`src/rtl/npc_pkg.sv`:
```
// Shared definitions for the load/store unit.
// Holds the LSU FSM state encoding, the access size codes, the default WAIT
// timeout and a helper that classifies an access as misaligned or illegal.
package npc_pkg;

    typedef enum logic [1:0] {
        LSU_IDLE  = 2'd0,
        LSU_ISSUE = 2'd1,
        LSU_WAIT  = 2'd2,
        LSU_RESP  = 2'd3
    } lsu_state_e;

    localparam logic [1:0] SIZE_BYTE = 2'd0;
    localparam logic [1:0] SIZE_HALF = 2'd1;
    localparam logic [1:0] SIZE_WORD = 2'd2;
    localparam logic [1:0] SIZE_RSVD = 2'd3;

    localparam int unsigned LSU_TIMEOUT_DEFAULT = 255;

    // True when the access must be rejected without touching memory:
    // reserved size code, or a half/word not naturally aligned.
    function automatic logic lsu_bad_access(input logic [1:0] size,
                                            input logic [1:0] addr_lo);
        logic bad;
        case (size)
            SIZE_BYTE: bad = 1'b0;
            SIZE_HALF: bad = addr_lo[0];
            SIZE_WORD: bad = |addr_lo;
            default:   bad = 1'b1;
        endcase
        return bad;
    endfunction

endpackage

```
`src/rtl/lsu_align.sv`:
```
// Byte-lane alignment for the load/store unit (purely combinational).
// Ports:
//   size_i     access size code (byte/half/word)
//   addr_lo_i  byte offset within the word
//   wen_i      1 = store; the write mask is forced to 0 for loads
//   unsigned_i 1 = zero-extend loads, 0 = sign-extend
//   wdata_i    right-aligned store data
//   rdata_i    full memory word returned for a load
//   wmask_o    byte-lane write mask, upper nibble always 0
//   wdata_o    store data shifted onto its byte lanes
//   rdata_o    load data shifted down, truncated to size and extended
module lsu_align
    import npc_pkg::*;
(
    input  logic [1:0]  size_i,
    input  logic [1:0]  addr_lo_i,
    input  logic        wen_i,
    input  logic        unsigned_i,
    input  logic [31:0] wdata_i,
    input  logic [31:0] rdata_i,
    output logic [7:0]  wmask_o,
    output logic [31:0] wdata_o,
    output logic [31:0] rdata_o
);

    logic [4:0]  shamt;
    logic [3:0]  base_mask;
    logic [3:0]  lane_mask;
    logic [31:0] rdata_sh;

    assign shamt = {addr_lo_i, 3'b000};

    // NOTE: every signal assigned in an always_comb gets a default first, so
    // no path through the case statements can leave it holding (a latch).
    always_comb begin
        base_mask = 4'h0;
        case (size_i)
            SIZE_BYTE: base_mask = 4'h1;
            SIZE_HALF: base_mask = 4'h3;
            SIZE_WORD: base_mask = 4'hF;
            default:   base_mask = 4'h0;
        endcase
    end

    // Only naturally aligned accesses reach memory, so the shifted mask always
    // fits in the low nibble; truncating to 4 bits is intentional.
    assign lane_mask = base_mask << addr_lo_i;
    assign wmask_o   = wen_i ? {4'b0000, lane_mask} : 8'h00;
    assign wdata_o   = wdata_i << shamt;
    assign rdata_sh  = rdata_i >> shamt;

    always_comb begin
        rdata_o = rdata_sh;
        case (size_i)
            SIZE_BYTE: rdata_o = unsigned_i ? {24'h000000, rdata_sh[7:0]}
                                            : {{24{rdata_sh[7]}}, rdata_sh[7:0]};
            SIZE_HALF: rdata_o = unsigned_i ? {16'h0000, rdata_sh[15:0]}
                                            : {{16{rdata_sh[15]}}, rdata_sh[15:0]};
            default:   rdata_o = rdata_sh;
        endcase
    end

endmodule

```
`src/rtl/lsu_ctrl.sv`:
```
// Load/store unit controller: accepts one access at a time from upstream,
// rejects misaligned or illegal-size accesses without touching memory, issues
// a single memory request, waits (bounded by TIMEOUT cycles) for the
// completion strobe and returns the aligned/extended result.
// Ports:
//   clk, rst_n        clock, synchronous active-low reset
//   req_*             upstream request (valid/ready handshake)
//   resp_*            upstream response (valid/ready handshake)
//   mem_valid/ready   memory request handshake
//   mem_*addr/wdata/wmask/wen  word-aligned request fields
//   mem_rvalid/rdata  memory completion strobe and read word
module lsu_ctrl
    import npc_pkg::*;
#(
    parameter int unsigned TIMEOUT = LSU_TIMEOUT_DEFAULT
) (
    input  logic        clk,
    input  logic        rst_n,
    input  logic        req_valid,
    output logic        req_ready,
    input  logic        req_wen,
    input  logic [31:0] req_addr,
    input  logic [31:0] req_wdata,
    input  logic [1:0]  req_size,
    input  logic        req_unsigned,
    output logic        resp_valid,
    input  logic        resp_ready,
    output logic [31:0] resp_rdata,
    output logic        resp_err,
    output logic        mem_valid,
    output logic        mem_wen,
    input  logic        mem_ready,
    output logic [31:0] mem_raddr,
    output logic [31:0] mem_waddr,
    output logic [31:0] mem_wdata,
    output logic [7:0]  mem_wmask,
    input  logic        mem_rvalid,
    input  logic [31:0] mem_rdata
);

    // Counter runs 0..TIMEOUT-1 across the WAIT cycles.
    localparam int unsigned      CNT_W    = (TIMEOUT > 1) ? $clog2(TIMEOUT) : 1;
    localparam logic [CNT_W-1:0] CNT_LAST = CNT_W'(TIMEOUT - 1);

    lsu_state_e       state_q, state_d;
    logic [CNT_W-1:0] cnt_q, cnt_d;
    logic             wen_q, wen_d;
    logic [31:0]      addr_q, addr_d;
    logic [31:0]      wdata_q, wdata_d;
    logic [1:0]       size_q, size_d;
    logic             unsigned_q, unsigned_d;
    logic [31:0]      rdata_q, rdata_d;
    logic             err_q, err_d;

    logic [7:0]       align_wmask;
    logic [31:0]      align_wdata;
    logic [31:0]      align_rdata;

    lsu_align u_align (
        .size_i     (size_q),
        .addr_lo_i  (addr_q[1:0]),
        .wen_i      (wen_q),
        .unsigned_i (unsigned_q),
        .wdata_i    (wdata_q),
        .rdata_i    (mem_rdata),
        .wmask_o    (align_wmask),
        .wdata_o    (align_wdata),
        .rdata_o    (align_rdata)
    );

    always_comb begin
        state_d    = state_q;
        cnt_d      = cnt_q;
        wen_d      = wen_q;
        addr_d     = addr_q;
        wdata_d    = wdata_q;
        size_d     = size_q;
        unsigned_d = unsigned_q;
        rdata_d    = rdata_q;
        err_d      = err_q;

        case (state_q)
            LSU_IDLE: begin
                if (req_valid) begin
                    wen_d      = req_wen;
                    addr_d     = req_addr;
                    wdata_d    = req_wdata;
                    size_d     = req_size;
                    unsigned_d = req_unsigned;
                    rdata_d    = 32'h0;
                    if (lsu_bad_access(req_size, req_addr[1:0])) begin
                        err_d   = 1'b1;
                        state_d = LSU_RESP;
                    end else begin
                        err_d   = 1'b0;
                        state_d = LSU_ISSUE;
                    end
                end
            end
            LSU_ISSUE: begin
                if (mem_ready) begin
                    cnt_d   = '0;
                    state_d = LSU_WAIT;
                end
            end
            LSU_WAIT: begin
                // Completion wins over a timeout landing on the same cycle.
                if (mem_rvalid) begin
                    rdata_d = wen_q ? 32'h0 : align_rdata;
                    err_d   = 1'b0;
                    state_d = LSU_RESP;
                end else if (cnt_q == CNT_LAST) begin
                    rdata_d = 32'h0;
                    err_d   = 1'b1;
                    state_d = LSU_RESP;
                end else begin
                    cnt_d = cnt_q + 1'b1;
                end
            end
            LSU_RESP: begin
                if (resp_ready) begin
                    state_d = LSU_IDLE;
                end
            end
            default: state_d = LSU_IDLE;
        endcase
    end

    // NOTE: sequential state uses non-blocking assignments so every register
    // samples the pre-edge values of the others, independent of block order.
    always_ff @(posedge clk) begin
        if (!rst_n) begin
            state_q    <= LSU_IDLE;
            cnt_q      <= '0;
            wen_q      <= 1'b0;
            addr_q     <= 32'h0;
            wdata_q    <= 32'h0;
            size_q     <= SIZE_BYTE;
            unsigned_q <= 1'b0;
            rdata_q    <= 32'h0;
            err_q      <= 1'b0;
        end else begin
            state_q    <= state_d;
            cnt_q      <= cnt_d;
            wen_q      <= wen_d;
            addr_q     <= addr_d;
            wdata_q    <= wdata_d;
            size_q     <= size_d;
            unsigned_q <= unsigned_d;
            rdata_q    <= rdata_d;
            err_q      <= err_d;
        end
    end

    // req_ready is gated by rst_n so it is low for the whole reset window,
    // not just after the first reset edge.
    assign req_ready  = rst_n && (state_q == LSU_IDLE);
    assign resp_valid = (state_q == LSU_RESP);
    assign resp_rdata = rdata_q;
    assign resp_err   = err_q;

    assign mem_valid  = (state_q == LSU_ISSUE);
    assign mem_wen    = wen_q;
    assign mem_raddr  = {addr_q[31:2], 2'b00};
    assign mem_waddr  = {addr_q[31:2], 2'b00};
    assign mem_wmask  = align_wmask;
    assign mem_wdata  = align_wdata;

endmodule

```
`config.mk`:
```
export PLATFORM = sky130hd
export DESIGN_NAME = lsu_ctrl
export DESIGN_NICKNAME = d
export VERILOG_FILES = /design/src/rtl/npc_pkg.sv /design/src/rtl/lsu_align.sv /design/src/rtl/lsu_ctrl.sv
export SDC_FILE = /design/constraint.sdc
export NUM_CORES = 1
export LEC_CHECK = 0
export CORE_MARGIN = 2
export CORE_UTILIZATION = 43
export CTS_CLUSTER_DIAMETER = 120
export DETAILED_ROUTE_END_ITERATION = 10
export GPL_ROUTABILITY_DRIVEN = 1
export GPL_TIMING_DRIVEN = 1
export MAX_ROUTING_LAYER = met4
export PLACE_DENSITY = 0.83
export SYNTH_ARGS = -nofsm -noshare
export SYNTH_HDL_FRONTEND = slang
export SYNTH_SLANG_ARGS = --single-unit
```
`constraint.sdc`:
```
create_clock -name clk -period 2.5 [get_ports clk]
set_input_delay 0.5 -clock clk [delete_from_list [all_inputs] [get_ports clk]]
set_output_delay 0.5 -clock clk [all_outputs]
set_load 0.03 [all_outputs]
```
Word-level counts from Yosys, hierarchy flattened --
Index checks and enable logic that the tools add are counted.
Word-level totals: register bits after elaboration 111, input port bits 106, output and inout bits 141
Cells by class: shift-type cells 3, multiplexer cells 29, add/sub/neg operators 1, reduce and logical (&&, ||, !) cells 11, equality and inequality tests 14
Operator list (number):
- $mux W32 | 6
- $pmux W32 S2 | 2
- $shl A32 B5 Y32 | 1
- $shr A32 B5 Y32 | 1
- $mux W8 | 3
- $pmux W8 S2 | 1
- $mux W2 | 6
- $pmux W4 S3 | 1
- $add A8 B1 Y8 const B | 1
- $eq A2 B2 Y1 const B | 4
- $eq A8 B8 Y1 const B | 1
- $pmux W2 S4 | 1
- $reduce_and A4 Y1 | 2
- $eq A2 B1 Y1 const B | 3
- $logic_not A2 Y1 | 3
- $mux W1 | 6
- $ne A2 B2 Y1 const B | 3
- $mux W4 | 1
- $ne A2 B1 Y1 const B | 2
- $reduce_bool A2 Y1 | 2
- $shl A4 B2 Y4 | 1
- $ne A3 B3 Y1 const B | 1
- $pmux W1 S3 | 1
- $reduce_and A3 Y1 | 1
- 4 further kinds | 4

Longest topological paths before layout --
Gate-level depths: netlist of the first run.
depth after elaboration 7, depth in mapped cells 9, gate-level depth less buffers 6

Hierarchy --
A second synthesis of the first run with hierarchy kept.
Unflattened totals: cells, all modules 809, area total of the unflattened synthesis 6396.1 um^2
Modules (own cells, without submodules):
- lsu_ctrl | seq. area each 2222.1 um^2, area each 4859.7 um^2, times used 1, cells each 597
- lsu_align | seq. area each 0.0 um^2, area each 1536.5 um^2, times used 1, cells each 212

Worst setup path after synthesis of the first run --
OpenSTA, ideal clock, no wires.
kind register -> output, start point register addr_q[1], end point output port mem_wmask[3], data required time 2000 ps, arrival time 1876 ps, setup slack 124 ps, cell stages (with the launch flop) 7, buffers on the path 4, path through dfxtp_1 -> buf_4 -> clkbuf_1 -> buf_2 -> buf_1 -> o21ai_0 -> a21oi_1
Between the ends: cells in the longest elaborated chain, start to end 2
Ends and longest elaborated chain:
- start, declared | RTL line lsu_ctrl.sv:48 | logic [31:0] addr_q, addr_d;
- start signal, assigned | RTL line lsu_ctrl.sv:146 | addr_q <= addr_d;
- $shl A4 B2 Y4 | RTL line lsu_align.sv:47 | assign lane_mask = base_mask << addr_lo_i;
- $mux W4 | RTL line lsu_align.sv:48 | assign wmask_o = wen_i ? {4'b0000, lane_mask} : 8'h00;
- end, declared | RTL line lsu_ctrl.sv:36 | output logic [7:0] mem_wmask,
No other way between the ends.

Worst setup path in the final report of the first run --
start point register addr_q[0], end point output port mem_wdata[8]
Between the ends: cells in the longest elaborated chain, start to end 1
Ends and longest elaborated chain:
- $shl A32 B5 Y32 | RTL line lsu_align.sv:49 | assign wdata_o = wdata_i << shamt;
- end, declared | RTL line lsu_ctrl.sv:35 | output logic [31:0] mem_wdata,
No other way between the ends.

==> impl_metrics.json, run 1 <==
{
  "status": "finished clean",
  "grt.overflow.total": 0,
  "fillers": 1181,
  "layout.cells.non_filler": 1064,
  "grt_pass1_vias": 5154,
  "synth.avg_cell_area_sq_um": 8.14,
  "finalNetCount": 1002,
  "yosys_warnings": 0,
  "drive_gt1_frac": 0.0924,
  "hp-start": "resp_err",
  "insertion_delay_ps": 340,
  "wl_per_cell_um": 16.4,
  "hpwl_mm": 13.1,
  "first_pass_iters": 5,
  "synth_top_cell_by_area": "dfxtp_1",
  "postRouteWirelength_mm": 17.5,
  "hold_viol": 0,
  "drt-vias-per-instance": 5.17,
  "drc": 0,
  "clock_sinks": 111,
  "utilization": 0.617,
  "synth_edf_count": 0,
  "die_area_sq_mm": 0.0145,
  "fp.dieH_um": 121,
  "cp_slowest_cell": "clkdlybuf4s50_1",
  "worst_setup_path_start_kind": "register",
  "r2r_start": "state_q[0]",
  "ir_worst_vdd_mv": 0.428,
  "clockBufferDepth": 2,
  "yosys-top-cells-area": "dfxtp_1 38%, nand2_1 11%, buf_4 9.0%",
  "slowest_delay_ps": 710,
  "ios": 247,
  "syn-cell-area_sq_mm": 0.00585,
  "yosys.area.top_type_share": 0.380,
  "cts_max_level": 3,
  "skew_ps": 4.99,
  "hold_buffers": 0,
  "max_slew.worst_pin.slew_ps": 785,
  "rows": 42,
  "grt_antenna_before_repair": 1,
  "grt_pass1_wl_mm": 26.6,
  "synthArstFlopShare": 0,
  "cts_tree": "built",
  "hold_class": "register to register",
  "place_area_sq_mm": 0.00791,
  "grt_use_met1": 0.288,
  "max_freq_mhz": 411,
  "grt_use_total": 0.239,
  "coreArea_sq_mm": 0.0132,
  "required_ps": 2000,
  "met3_usage": 0.0547,
  "crit_buf_inv": 1,
  "ant_nets": 0,
  "drv_cap": 0,
  "crit_arrival_ps": 1930,
  "crit_family": "buffers and inverters",
  "final_cell_mix": "209 x clkdlybuf4s50_1, 168 x nand2_1, 109 x dfxtp_1",
  "syn_inst": 718,
  "dr.first_iter.drc_count": 404,
  "place_ws_ps": 143,
  "path_clk_slew_ps": 70,
  "ys.flop_type": "dfxtp_1",
  "start_util": 0.441,
  "placed_cells": 1050,
  "rrSetupSlack_ps": 320,
  "root_buffer": "clkbuf_16",
  "crit_chain": "mux2i_1 -> nor2_1 -> clkdlybuf4s50_1",
  "fin_ws_ps": 65.0,
  "p_leak_nw": 3.19,
  "final_common_cell": "clkdlybuf4s50_1",
  "tns_ps": 0,
  "path_class": "register to output port",
  "grtUsageMet2": 0.394,
  "setup_viol": 0,
  "fin_area_sq_mm": 0.00817,
  "die_width_um": 121,
  "area_growth_pct": 39.8,
  "power_density_mw_per_mm2": 828,
  "seq_area_sq_mm": 0.00223,
  "period_share": 0.974,
  "synth_seq_area_share": 0.380,
  "io_buffer_count": 238,
  "max-slew-margin-rel": 0.477,
  "vias": 5502,
  "drv_slew": 0,
  "fin_crit_ps": 2430,
  "gp_congestion": 0.869,
  "crit_path_start": "addr_q[0]",
  "cp-end-kind": "output port",
  "cts_buffers": 9,
  "synth_cell_type_count": 52,
  "grt_busiest_layer": "met2",
  "synth_seq_cells": 111,
  "path_max_fanout": 36,
  "grt_max_degree": 71,
  "whs_ps": 457,
  "multi_input_area_sq_mm": 0.00290,
  "power_mw": 6.76
}
-- where the power goes --
| group | switching [mW] | internal (mW) | leakage, nW |
|---|---|---|---|
| Sequential | 0.260 | 2.03 | 0.906 |
| Combinational | 1.90 | 1.28 | 2.16 |
| Clock | 0.612 | 0.684 | 0.127 |
| Total | 2.77 | 4.00 | 3.19 |
-- final cells by class --
class / count / area share
timing repair buffer: 263 / 0.310
inverter: 12 / 0.00551
multi-input combinational: 488 / 0.354
clock inverter: 2 / 0.00122
antenna: 1 / 0.000306
clock buffer: 11 / 0.0297
sequential: 111 / 0.272
tap: 176 / 0.0269
-- final timing paths --
| path | cells past startpoint | end |
|---|---|---|
| setup / recovery | 3 | mem_wdata[8] |
| hold / removal | 2 | resp_err |
| setup reg to reg | 7 | resp_rdata[12] |
| hold reg to reg | 2 | resp_err |
-- cells in the mapped netlist (2+ instances only) --
cell type  number
inv_1          10
or4_1           3
nor2_1         16
or2_2           2
o21ai_0        12
nor2b_1        12
nand2_1       169
nor3_1         13
nand2b_1        7
ha_1           11
dfxtp_1       111
nand4_1         3
a21oi_1        86
buf_4          70
nand3b_1        3
and2_1         10
o31ai_1         5
a221o_1         6
mux2_2          7
buf_2          12
a211oi_1        9
o211ai_1        8
and3_1          4
o21a_1          3
buf_1           5
mux2i_1        46
nand3_1         3
a221oi_1        7
clkbuf_1       26
inv_2           2
a221o_2         2
o2bb2ai_1       8
a211o_1         8
-- flip-flops by register name, summed over array words and instances, names as in the netlist --
name	flops
mem_wen	1
unsigned_q	1
resp_err	1
size_q	2
wdata_q	32
addr_q	32
state_q	2
cnt_q	8
resp_rdata	32
-- layer usage --
metal  vias up  routed length [um]  share of wire
met5         -                   0              0
met1      2529                7190           0.41
met3        29                1360          0.078
li1       2722                   -              -
met4         0                 360          0.021
met2       222                8550           0.49
-- what timing repair did --
| action | in CTS | in global routing |
|---|---|---|
| setup endpoints to repair | 15 | 4 |
| cloned | 0 | 0 |
| resized for setup | 2 | 4 |
| setup buffers | 0 | 0 |
-- worst reg2reg max path, delay by kind of cell (launching register included) --
| kind | cells | cell delay [ps] |
|---|---|---|
| AO/OA/AOI/OAI | 3 | 850 |
| adder cells (fa/ha/maj) | 1 | 350 |
| buffers and inverters | 2 | 370 |
| flip-flops | 1 | 330 |
| AND/OR/NAND/NOR | 1 | 200 |
-- cells by family after synthesis --
logic type                 synth area share
DFF                                   0.380
adders and majority gates            0.0235
buffers and inverters                 0.130
muxes                                0.0923
xor gates and xnor gates            0.00150
and+or+nand+nor                       0.193
other                              0.000642
AOI/OAI and AO/OA                     0.179
(Power assumes the default switching activity.)
==> inputs of run 2 (changes only) <==
--- a/config.mk
+++ b/config.mk
@@ -5,6 +5,7 @@
 export SDC_FILE = /design/constraint.sdc
 export NUM_CORES = 1
 export LEC_CHECK = 0
+export CAP_MARGIN = 0
 export CORE_MARGIN = 2
 export CORE_UTILIZATION = 43
 export CTS_CLUSTER_DIAMETER = 120
==> results of run 2 <==
Final layout, timing and power as in run 1 (identical DEF).
